File: src/rtl/uart_transmitter.sv
// 8N1 UART transmitter, LSB first, with a small byte FIFO behind a valid/ready handshake.
// The tx line is always driven from a flop, so it stays glitch-free.
module uart_transmitter #(
    parameter int clock_frequency = 25000000,
    parameter int baud_rate       = 115200,
    parameter int fifo_depth      = 4
) (
    input  logic       clock,
    input  logic       reset,
    input  logic [7:0] byte_data,
    input  logic       byte_valid,
    output logic       byte_ready,
    output logic       tx,
    output logic       busy
);

    localparam int clock_cycles_in_symbol = clock_frequency / baud_rate;
    localparam int addr_w = $clog2(fifo_depth);
    localparam int ptr_w  = addr_w + 1;
    localparam logic [31:0] symbol_reload = 32'(clock_cycles_in_symbol - 1);

    typedef enum logic [1:0] {IDLE, START, DATA, STOP} state_t;

    state_t           state_reg;
    logic [7:0]       fifo_mem [fifo_depth];
    logic [ptr_w-1:0] wr_ptr_reg;
    logic [ptr_w-1:0] rd_ptr_reg;
    logic [7:0]       shift_reg;
    logic [31:0]      symbol_count_reg;
    logic [2:0]       bit_index_reg;
    logic             tx_reg;

    logic             fifo_empty;
    logic             fifo_full;
    logic             push;
    logic [7:0]       fifo_head;

    // Pointers carry one extra wrap bit so full and empty are distinguishable.
    assign fifo_empty = (wr_ptr_reg == rd_ptr_reg);
    assign fifo_full  = (wr_ptr_reg[ptr_w-1] != rd_ptr_reg[ptr_w-1]) &&
                        (wr_ptr_reg[addr_w-1:0] == rd_ptr_reg[addr_w-1:0]);
    assign byte_ready = !fifo_full;
    assign push       = byte_valid && !fifo_full;
    assign fifo_head  = fifo_mem[rd_ptr_reg[addr_w-1:0]];

    assign tx   = tx_reg;
    assign busy = (state_reg != IDLE) || !fifo_empty;

    always_ff @(posedge clock) begin
        if (push && !reset) begin
            fifo_mem[wr_ptr_reg[addr_w-1:0]] <= byte_data;
        end
    end

    always_ff @(posedge clock) begin
        if (reset) begin
            state_reg        <= IDLE;
            tx_reg           <= 1'b1;
            wr_ptr_reg       <= '0;
            rd_ptr_reg       <= '0;
            shift_reg        <= '0;
            symbol_count_reg <= '0;
            bit_index_reg    <= '0;
        end else begin
            if (push) begin
                wr_ptr_reg <= wr_ptr_reg + ptr_w'(1);
            end

            if (state_reg != IDLE && symbol_count_reg != 32'd0) begin
                symbol_count_reg <= symbol_count_reg - 32'd1;
            end

            case (state_reg)
                IDLE: begin
                    tx_reg <= 1'b1;
                    if (!fifo_empty) begin
                        shift_reg        <= fifo_head;
                        rd_ptr_reg       <= rd_ptr_reg + ptr_w'(1);
                        symbol_count_reg <= symbol_reload;
                        tx_reg           <= 1'b0;
                        state_reg        <= START;
                    end
                end
                START: begin
                    if (symbol_count_reg == 32'd0) begin
                        tx_reg           <= shift_reg[0];
                        symbol_count_reg <= symbol_reload;
                        bit_index_reg    <= 3'd0;
                        state_reg        <= DATA;
                    end
                end
                DATA: begin
                    if (symbol_count_reg == 32'd0) begin
                        symbol_count_reg <= symbol_reload;
                        if (bit_index_reg == 3'd7) begin
                            tx_reg    <= 1'b1;
                            state_reg <= STOP;
                        end else begin
                            shift_reg     <= shift_reg >> 1;
                            tx_reg        <= shift_reg[1];
                            bit_index_reg <= bit_index_reg + 3'd1;
                        end
                    end
                end
                STOP: begin
                    if (symbol_count_reg == 32'd0) begin
                        // Chain straight into the next start bit so bursts have no idle gap.
                        if (!fifo_empty) begin
                            shift_reg        <= fifo_head;
                            rd_ptr_reg       <= rd_ptr_reg + ptr_w'(1);
                            symbol_count_reg <= symbol_reload;
                            tx_reg           <= 1'b0;
                            state_reg        <= START;
                        end else begin
                            state_reg <= IDLE;
                        end
                    end
                end
                default: state_reg <= IDLE;
            endcase
        end
    end

endmodule
File: config.mk
export PLATFORM = sky130hd
export DESIGN_NAME = uart_transmitter
export DESIGN_NICKNAME = d
export VERILOG_FILES = /design/src/rtl/uart_transmitter.sv
export SDC_FILE = /design/constraint.sdc
export NUM_CORES = 1
export LEC_CHECK = 0
export CAP_MARGIN = 15
export CELL_PAD_IN_SITES_DETAIL_PLACEMENT = 1
export CELL_PAD_IN_SITES_GLOBAL_PLACEMENT = 1
export CORE_MARGIN = 5
export CORE_UTILIZATION = 51
export DETAILED_ROUTE_END_ITERATION = 7
export DONT_BUFFER_PORTS = 1
export PLACE_DENSITY = 0.86
export SLEW_MARGIN = 20
export SYNTH_ARGS = -nofsm -noshare
export SYNTH_HDL_FRONTEND = slang
export SYNTH_SLANG_ARGS = --single-unit
File: constraint.sdc
create_clock -name clock -period 3.3 [get_ports clock]
set_input_delay 0.33 -clock clock [delete_from_list [all_inputs] [get_ports clock]]
set_output_delay 0.33 -clock clock [all_outputs]
set_load 0.1 [all_outputs]
==> results.yml, run 1 <==
outcome:
  status: "finished, final reports clean"
placement:
  dp_cells: 496
  place.port_buffers: 0
  gp_congestion: 0.809
  dpl.hpwl_mm: 6.71
  place_ws_ns: 0.558
route:
  drc: 0
  routed_wl_mm: 9.59
  vias: 3201
  vias_per_cell: 6.25
  ant_nets: 0
  drt_iter0_markers: 181
  wl_per_cell_um: 18.7
  first_pass_iters: 4
logic_synthesis:
  synth-seq-cells: 86
  syn_area_um2: 4250
  synthFlopType: "dfxtp_1"
  synth_edf_count: 32
  syn_nets: 430
  netlist.area_leader.share_pct: 25.4
  synthCells: 407
  async_flop_share_pct: 0
  yosysTopAreaCell: "dfxtp_1"
  yosys_warnings: 0
  netlist_top_cells_area: "dfxtp_1, edfxtp_1, a21oi_1"
  yosysSeqAreaShare_pct: 48.0
  syn_area_per_cell_um2: 10.4
  synth.distinct_cells: 59
sta:
  min_period_ns: 2.77
  fin_tns_setup_ns: 0
  finalMaxSlewViolations: 0
  setup_slack_ns: 0.528
  worst_pin_slew_ns: 0.959
  rsz0062_at_grt: "no"
  setup_viol: 0
  relSlewSlack_pct: 36.0
  hold_viol: 0
  post-route-period-util_pct: 84.0
  clock_skew_ns: 0.0149
  timing.fmax_mhz: 361
run:
  cap_violations: 0
worst_setup_path:
  timing.rr.end: "symbol_count_reg[29]"
  crit_path_start: "state_reg[0]"
  cp.required_ns: 3.60
  crit_fanout: 11
  setup.worst_path.class: "reg -> reg"
  cp-end-kind: "register"
  critPathLaunchType: "register"
  worstPathArrival_ns: 3.07
  r2r-start: "state_reg[0]"
  endpoint: "symbol_count_reg[29]"
  reg2reg_setup_slack_ns: 0.53
  r2r_cells: 6
hold_path:
  hp-class: "in -> reg"
cts:
  post_cts_resized: 0
  cts_buffer_depth: 2
  clock_sinks: 86
  cts_tree: "yes"
  worstSkewPairLatency_ns: 0.37
  cts_max_level: 3
  cts_made_buffers: 9
  clk_pin_slew_ns: 0.10
  hold_buffers: 0
  clk_root_buffer_cell: "clkbuf_8"
  cts_setup_buffers: 0
floorplan:
  die_w_um: 101
  rows: 33
  fp.dieArea_um2: 10300
  start_util_pct: 52.0
  core_area_um2: 8180
  dieHeight_um: 101
  io_pins: 14
finish:
  drive_gt1_share_pct: 12.0
  area_growth_pct: 6.45
  nets: 425
  final_core_util_pct: 55.3
  antenna_cells: 0
  final_cells: 512
global_routing:
  antenna_found_initial: 0
  grt_overflow: 0
  grt_use_total_pct: 20.2
  grt_pass1_vias: 3376
  grt_max_degree: 40
  grt_pass1_wl_mm: 16.5
## metal layers
layer	global-route usage, %	wire [µm]	up-vias
met5	0	0	-
li1	-	-	1548
met2	36.4	5030	45
met1	23.3	4050	1591
met4	7.06	195	0
met3	4.96	311	17
## critical path: stages, from the launching register on
cell     delay (ns)
dfxtp_1        0.38
inv_1          0.10
ha_1           0.28
or4b_1         0.73
or3_1          0.55
or4_1          0.50
a21oi_1        0.16
## placed cells by master (no fill, tap or decap), drive strengths merged, types with 3 or more instances in the layout
master,instances
a211oi,3
nor2,23
xnor2,3
edfxtp,32
buf,9
nor3,12
nor4,7
nor3b,3
clkbuf,9
or4b,3
o21ai,12
dfxtp,54
and2,6
mux2i,10
ha,12
clkinvlp,3
nor2b,10
nand3,8
nand2,15
or3,17
nand2b,8
o31ai,17
or4,19
a21oi,39
or2,4
inv,10
xor2,3
mux4,8
o41ai,5
mux2,10
## worst min path at each step
stage,startpoint,to,cells past startpoint
floorplan,byte_data[0],fifo_mem[0][0],0
global placement,reset,wr_ptr_reg[1],1
detailed placement,reset,wr_ptr_reg[1],1
CTS,reset,state_reg[1],1
global route,reset,wr_ptr_reg[2],1
finish,reset,state_reg[1],1
## cells in the mapped netlist, drive strengths merged, types with 2 or more instances
library cell and n:
nor2b 10, dfxtp 54, nor3 12, mux2 10
clkbuf 20, and4 2, mux2i 10, nand2 15
nor3b 3, or4b 3, mux4 8, a211oi 3
buf 5, nand3b 2, nor4 7, or2 4
xor2 3, o41ai 5, nand4 2, nand3 8
xnor2 3, o21ai 12, a21o 2, and3 2
and2 6, a21oi 39, inv 7, nor2 23
or4 19, a31o 2, nand4b 2, a31oi 2
or3 17, a22o 2, nand2b 8, o31ai 17
edfxtp 32, ha 12
## through the flow
stage | area [µm²] | hold WS [ns]
floorplan | 4250 | 0.429
global placement | 4340 | 0.403
detailed placement | 4340 | 0.408
CTS | 4520 | 0.00710
global route | 4520 | 0.00284
finish | 4520 | 0.0279
## logic make-up after synthesis
family	after synthesis	synth area share, %
xor gates and xnor gates	6	1.24
and+or+nand+nor	149	20.7
muxes	28	9.24
buffers and inverters	32	3.09
AOI/OAI and AO/OA	94	14.2
adders and majority gates	12	3.53
DFF	86	48.0
## area by class of cell
cell class,instances,area [µm²]
Clock inverter,7,56.3
Fill cell,892,3650
Clock buffer,9,124
Inverter,7,26.3
Timing Repair Buffer,9,67.6
Multi-Input combinational cell,289,2080
Tap cell,105,131
Sequential cell,86,2040
Power of run 1 is left out: the tool's default activity adds up to more than one toggle a clock period on the data nets, which glitch-free logic cannot reach.
==> run 2, diff against run 1 <==
Settings changed: ABC_AREA from default to 1, CORE_UTILIZATION 51 to 44, PLACE_DENSITY 0.86 to 0.82.
Clock period 3.3 ns to 2.3 ns, I/O delays scaled along.
==> results.yml, run 2 <==
outcome:
  status: "finished, final reports clean"
global_routing:
  grt_use_total_pct: 19.7
  antenna_found_initial: 0
  top_usage_layer: "met2"
  grt_pass1_vias: 4179
  met2_usage_pct: 34.5
  grt_max_degree: 19
  met1_usage_pct: 23.7
  use_met3_pct: 3.04
  grt_overflow: 0
  grt_pass1_wl_mm: 20.0
route:
  routed_wl_mm: 11.7
  drt_iter0_markers: 169
  ant_nets: 0
  drc: 0
  wl_per_cell_um: 16.3
  vias: 3789
  first_pass_iters: 4
  vias_per_cell: 5.28
finish:
  final_cell_mix: "nor2_1, nand2_1, dfxtp_1"
  antenna_cells: 0
  layout_commonest_cell: "nor2_1"
  nets: 599
  area_growth_pct: 10.6
  nFillCells: 1249
  drive_gt1_share_pct: 14.3
placement:
  gp_congestion: 0.866
  dpl.hpwl_mm: 8.72
  place.port_buffers: 0
logic_synthesis:
  synthMuxAreaShare_pct: 0
  syn_nets: 578
  synthAdderAreaFrac_pct: 3.29
  synthFlopType: "dfxtp_1"
  synth_edf_count: 32
  syn_area_um2: 4560
  synthCells: 555
  async_flop_share_pct: 0
  yosys_warnings: 0
  syn_area_per_cell_um2: 8.22
  synth-seq-cells: 86
  synth_compound_area_share_pct: 13.5
  yosysTopAreaCell: "dfxtp_1"
  synth.most_common_cell: "nor2_1"
  synth.distinct_cells: 46
  netlist_top_cells_area: "dfxtp_1, edfxtp_1, nor2_1"
  synthSimpleGateAreaFrac_pct: 27.4
  netlist.area_leader.share_pct: 23.7
  synth-xor-area-share_pct: 4.03
  yosysSeqAreaShare_pct: 44.7
  synth_top_family_by_area: "simple AND/OR/NAND/NOR gates"
  ys_top_cells_by_count: "nor2_1, nand2_1, dfxtp_1"
hold_path:
  holdCritStartpoint: "reset"
  hp-class: "in -> reg"
  hold_depth: 1
sta:
  min_period_ns: 2.12
  rsz0062_at_grt: "no"
  fin_tns_setup_ns: 0
  hold_viol: 0
  finalMaxSlewViolations: 0
  setup_viol: 0
  timing.fmax_mhz: 471
  post-route-period-util_pct: 92.3
  worst_pin_slew_ns: 0.580
  clock_skew_ns: 0.0141
  relSlewSlack_pct: 61.3
cts:
  clk_root_buffer_cell: "clkbuf_8"
  clock_sinks: 86
  clk_pin_slew_ns: 0.09
  cts_max_level: 3
  cts_buffer_depth: 2
  worstSkewPairLatency_ns: 0.38
  cts_made_buffers: 9
  cts_tree: "yes"
worst_setup_path:
  critPathMostFrequentCell: "inv_1"
  worstPathArrival_ns: 1.89
  crit_path_start: "state_reg[0]"
  setup.worst_path.class: "reg -> out"
  path_depth: 6
  cp-end-kind: "output port"
  critPathLaunchType: "register"
  crit_fanout: 6
  worstPathCellList: "inv_1 > ha_2 > clkinvlp_4 > nor2_1 > inv_1 > buf_4"
  crit_buf_inv: 4
  r2r-start: "symbol_count_reg[0]"
  r2r_cells: 13
  critPathSlowestCell: "dfxtp_1"
  cp.required_ns: 2.07
  cp_slowest_stage_delay_ns: 0.38
  cp_top_family: "buffers and inverters"
floorplan:
  die_w_um: 112
  rows: 37
  start_util_pct: 44.6
  dieHeight_um: 112
  core_area_um2: 10200
  fp.dieArea_um2: 12500
  io_pins: 14
run:
  cap_violations: 0
-- run 2: worst paths after layout --
| path | endpoint | slack (ns) |
|---|---|---|
| max | busy | 0.18 |
| max reg2reg | symbol_count_reg[13] | 0.25 |
| min | fifo_mem[3][6] | 0.07 |
| min reg2reg | shift_reg[0] | 0.47 |
-- run 2: kinds of logic (layout without fill, tap and decap cells) --
kind of cell,Yosys count,count (layout)
flops,86,86
simple gates,273,273
fa+ha+maj,12,12
xor+xnor,21,21
compound gates,92,92
buf+inv,71,97
-- run 2: area by class of cell --
| class | count | area [µm²] | share of cell area, % |
|---|---|---|---|
| multi-input combinational | 398 | 2220 | 44.0 |
| sequential | 86 | 2040 | 40.4 |
| inverter | 57 | 223 | 4.41 |
| timing repair buffer | 24 | 203 | 4.01 |
| tap | 136 | 170 | 3.37 |
| clock buffer | 11 | 131 | 2.60 |
| clock inverter | 5 | 60.1 | 1.19 |
-- run 2: metrics by stage --
| step | worst slack (ns) | cells | hold slack, ns | cell area, µm² | util [%] |
|---|---|---|---|---|---|
| finish | 0.178 | 717 | 0.0740 | 5050 | 49.3 |
| floorplan | -0.0596 | 555 | 0.303 | 4580 | - |
| detailed placement | 0.126 | 688 | 0.306 | 4730 | 46.2 |
| global placement | 0.240 | 688 | 0.302 | 4730 | 46.2 |
| global route | 0.0642 | 717 | 0.0579 | 5050 | 49.3 |
| CTS | 0.0177 | 713 | 0.0619 | 5010 | 49.0 |
-- run 2: per-layer routing --
layer,routed length [µm],up-vias
met1,5310,1832
li1,-,1881
met5,0,-
met4,325,0
met3,262,26
met2,5810,50
-- run 2: timing repair --
action	in CTS	in global routing
buffers inserted	0	4
hold buffers	9	0
resized for setup	0	3
endpoints found under the hold margin	45	0
setup endpoints to repair	0	8
Power of run 2 is left out for the same reason.
==> run 3, diff against run 2 <==
Settings changed: ABC_AREA 1 to 0, CORE_UTILIZATION 44 to 46.
==> results.yml, run 3 (same netlist as run 1, synthesis figures left out) <==
global_routing:
  grt_use_total_pct: 21.2
  grt_max_degree: 35
  antenna_found_initial: 0
  grt_overflow: 0
  grt_pass1_vias: 3731
  grt_pass1_wl_mm: 18.6
worst_setup_path:
  r2r_cells: 9
  crit_fanout: 4
  cp-end-kind: "register"
  reg2reg_setup_slack_ns: -0.05
  endpoint: "state_reg[0]"
  cp_slowest_stage_delay_ns: 0.47
  worstPathArrival_ns: 2.61
  timing.rr.end: "state_reg[0]"
  crit_path_start: "symbol_count_reg[0]"
  cp.required_ns: 2.56
  worstPathCellList: "inv_1 > ha_1 > nor3b_2 > buf_4 > nand3_1 > nor4_1 > buf_4 > o221ai_1 > a221oi_1"
  critPathLaunchType: "register"
  setup.worst_path.class: "reg -> reg"
  critPathSlowestCell: "nor4_1"
  r2r-start: "symbol_count_reg[0]"
  critPathMostFrequentCell: "buf_4"
route:
  routed_wl_mm: 11.9
  vias: 3537
  ant_nets: 0
  drc: 0
  vias_per_cell: 6.22
  first_pass_iters: 5
  drt_iter0_markers: 204
  wl_per_cell_um: 20.8
cts:
  cts_made_buffers: 9
  cts_buffer_depth: 2
  clk_root_buffer_cell: "clkbuf_8"
  cts_max_level: 3
  cts_tree: "yes"
  clk_pin_slew_ns: 0.09
  worstSkewPairLatency_ns: 0.38
  clock_sinks: 86
hold_path:
  hp-class: "in -> reg"
  holdCritStartpoint: "reset"
outcome:
  status: "finished, violations left"
  violations: "setup timing"
finish:
  final_cell_mix: "buf_4, dfxtp_1, a21oi_1"
  nFillCells: 975
  antenna_cells: 0
  nets: 476
  area_growth_pct: 21.3
  ff_latch_area_um2: 2050
  drive_gt1_share_pct: 27.3
  final_core_util_pct: 56.6
  layout_commonest_cell: "buf_4"
  multi_input_area_um2: 2210
sta:
  timing.fmax_mhz: 425
  hold_viol: 0
  setup_slack_ns: -0.0508
  rsz0062_at_grt: "yes"
  relSlewSlack_pct: 59.6
  post-route-period-util_pct: 102
  min_period_ns: 2.35
  worst_pin_slew_ns: 0.605
  finalMaxSlewViolations: 0
  setup_viol: 1
  clock_skew_ns: 0.0163
floorplan:
  die_w_um: 106
  io_pins: 14
  start_util_pct: 46.7
  core_area_um2: 9110
  dieHeight_um: 106
  fp.dieArea_um2: 11300
  rows: 35
placement:
  dpl.hpwl_mm: 7.32
  place.port_buffers: 0
  gp_congestion: 0.860
run:
  cap_violations: 0
==> run 3: changes by cell type in the layout (fill, tap and decap cells not counted), sizes merged, moves of 21 or more <==
cell	change
nor2	-87
buf	+36
nand2	-92
nand3	-21
inv	-45
==> run 3: per-stage QoR <==
step                TNS (ns)  hold WS, ns  std cells  setup WS [ns]  cell area, µm²
floorplan            -0.0104        0.329        407        -0.0104            4270
global placement           0        0.308        536        0.00662            4630
detailed placement    -0.150        0.310        536        -0.0999            4630
CTS                        0      0.00440        562        0.00849            4980
global route          -0.674      0.00487        569         -0.218            5150
finish               -0.0508       0.0317        569        -0.0508            5150
==> run 3: what timing repair did <==
action | CTS | global route
hold endpoints to repair | 40 | 0
pin swaps | 4 | 10
endpoints found under the setup margin | 8 | 48
hold buffers | 9 | 0
resized for setup | 8 | 30
buffers inserted | 1 | 7
==> run 3: how the worst min path moves through the flow <==
stage,cells past startpoint,slack (ns),endpoint
finish,2,0.03,symbol_count_reg[3]
global route,2,0.005,symbol_count_reg[3]
CTS,2,0.004,symbol_count_reg[3]
detailed placement,1,0.31,symbol_count_reg[6]
global placement,1,0.31,wr_ptr_reg[1]
floorplan,0,0.33,fifo_mem[0][0]
==> run 3: layer usage <==
metal  routed length (µm)  GRT usage [%]  part of all wire, %  up-vias
met5                    0              0                    0        -
met3                  558           5.46                  4.7       28
met4                  337           7.12                  2.8        0
met1                 4600           22.6                   39     1764
met2                 6360           40.0                   54       93
li1                     -              -                    -     1652
==> run 3: cell type report <==
cell class                      count  share of cell area, %
Timing Repair Buffer               60                   9.57
Clock inverter                      7                   1.99
Tap cell                          111                   2.69
Inverter                            7                  0.510
Clock buffer                        9                   2.40
Sequential cell                    86                   39.9
Multi-Input combinational cell    289                   43.0
==> run 3: worst max-delay path, delay by kind of cell, from the launching register on <==
family          cells  cell delay [ns]
simple gates        3             0.87
flops               1             0.35
compound gates      2             0.41
fa+ha+maj           1             0.17
buf+inv             3             0.45
Power of run 3 is left out for the same reason.
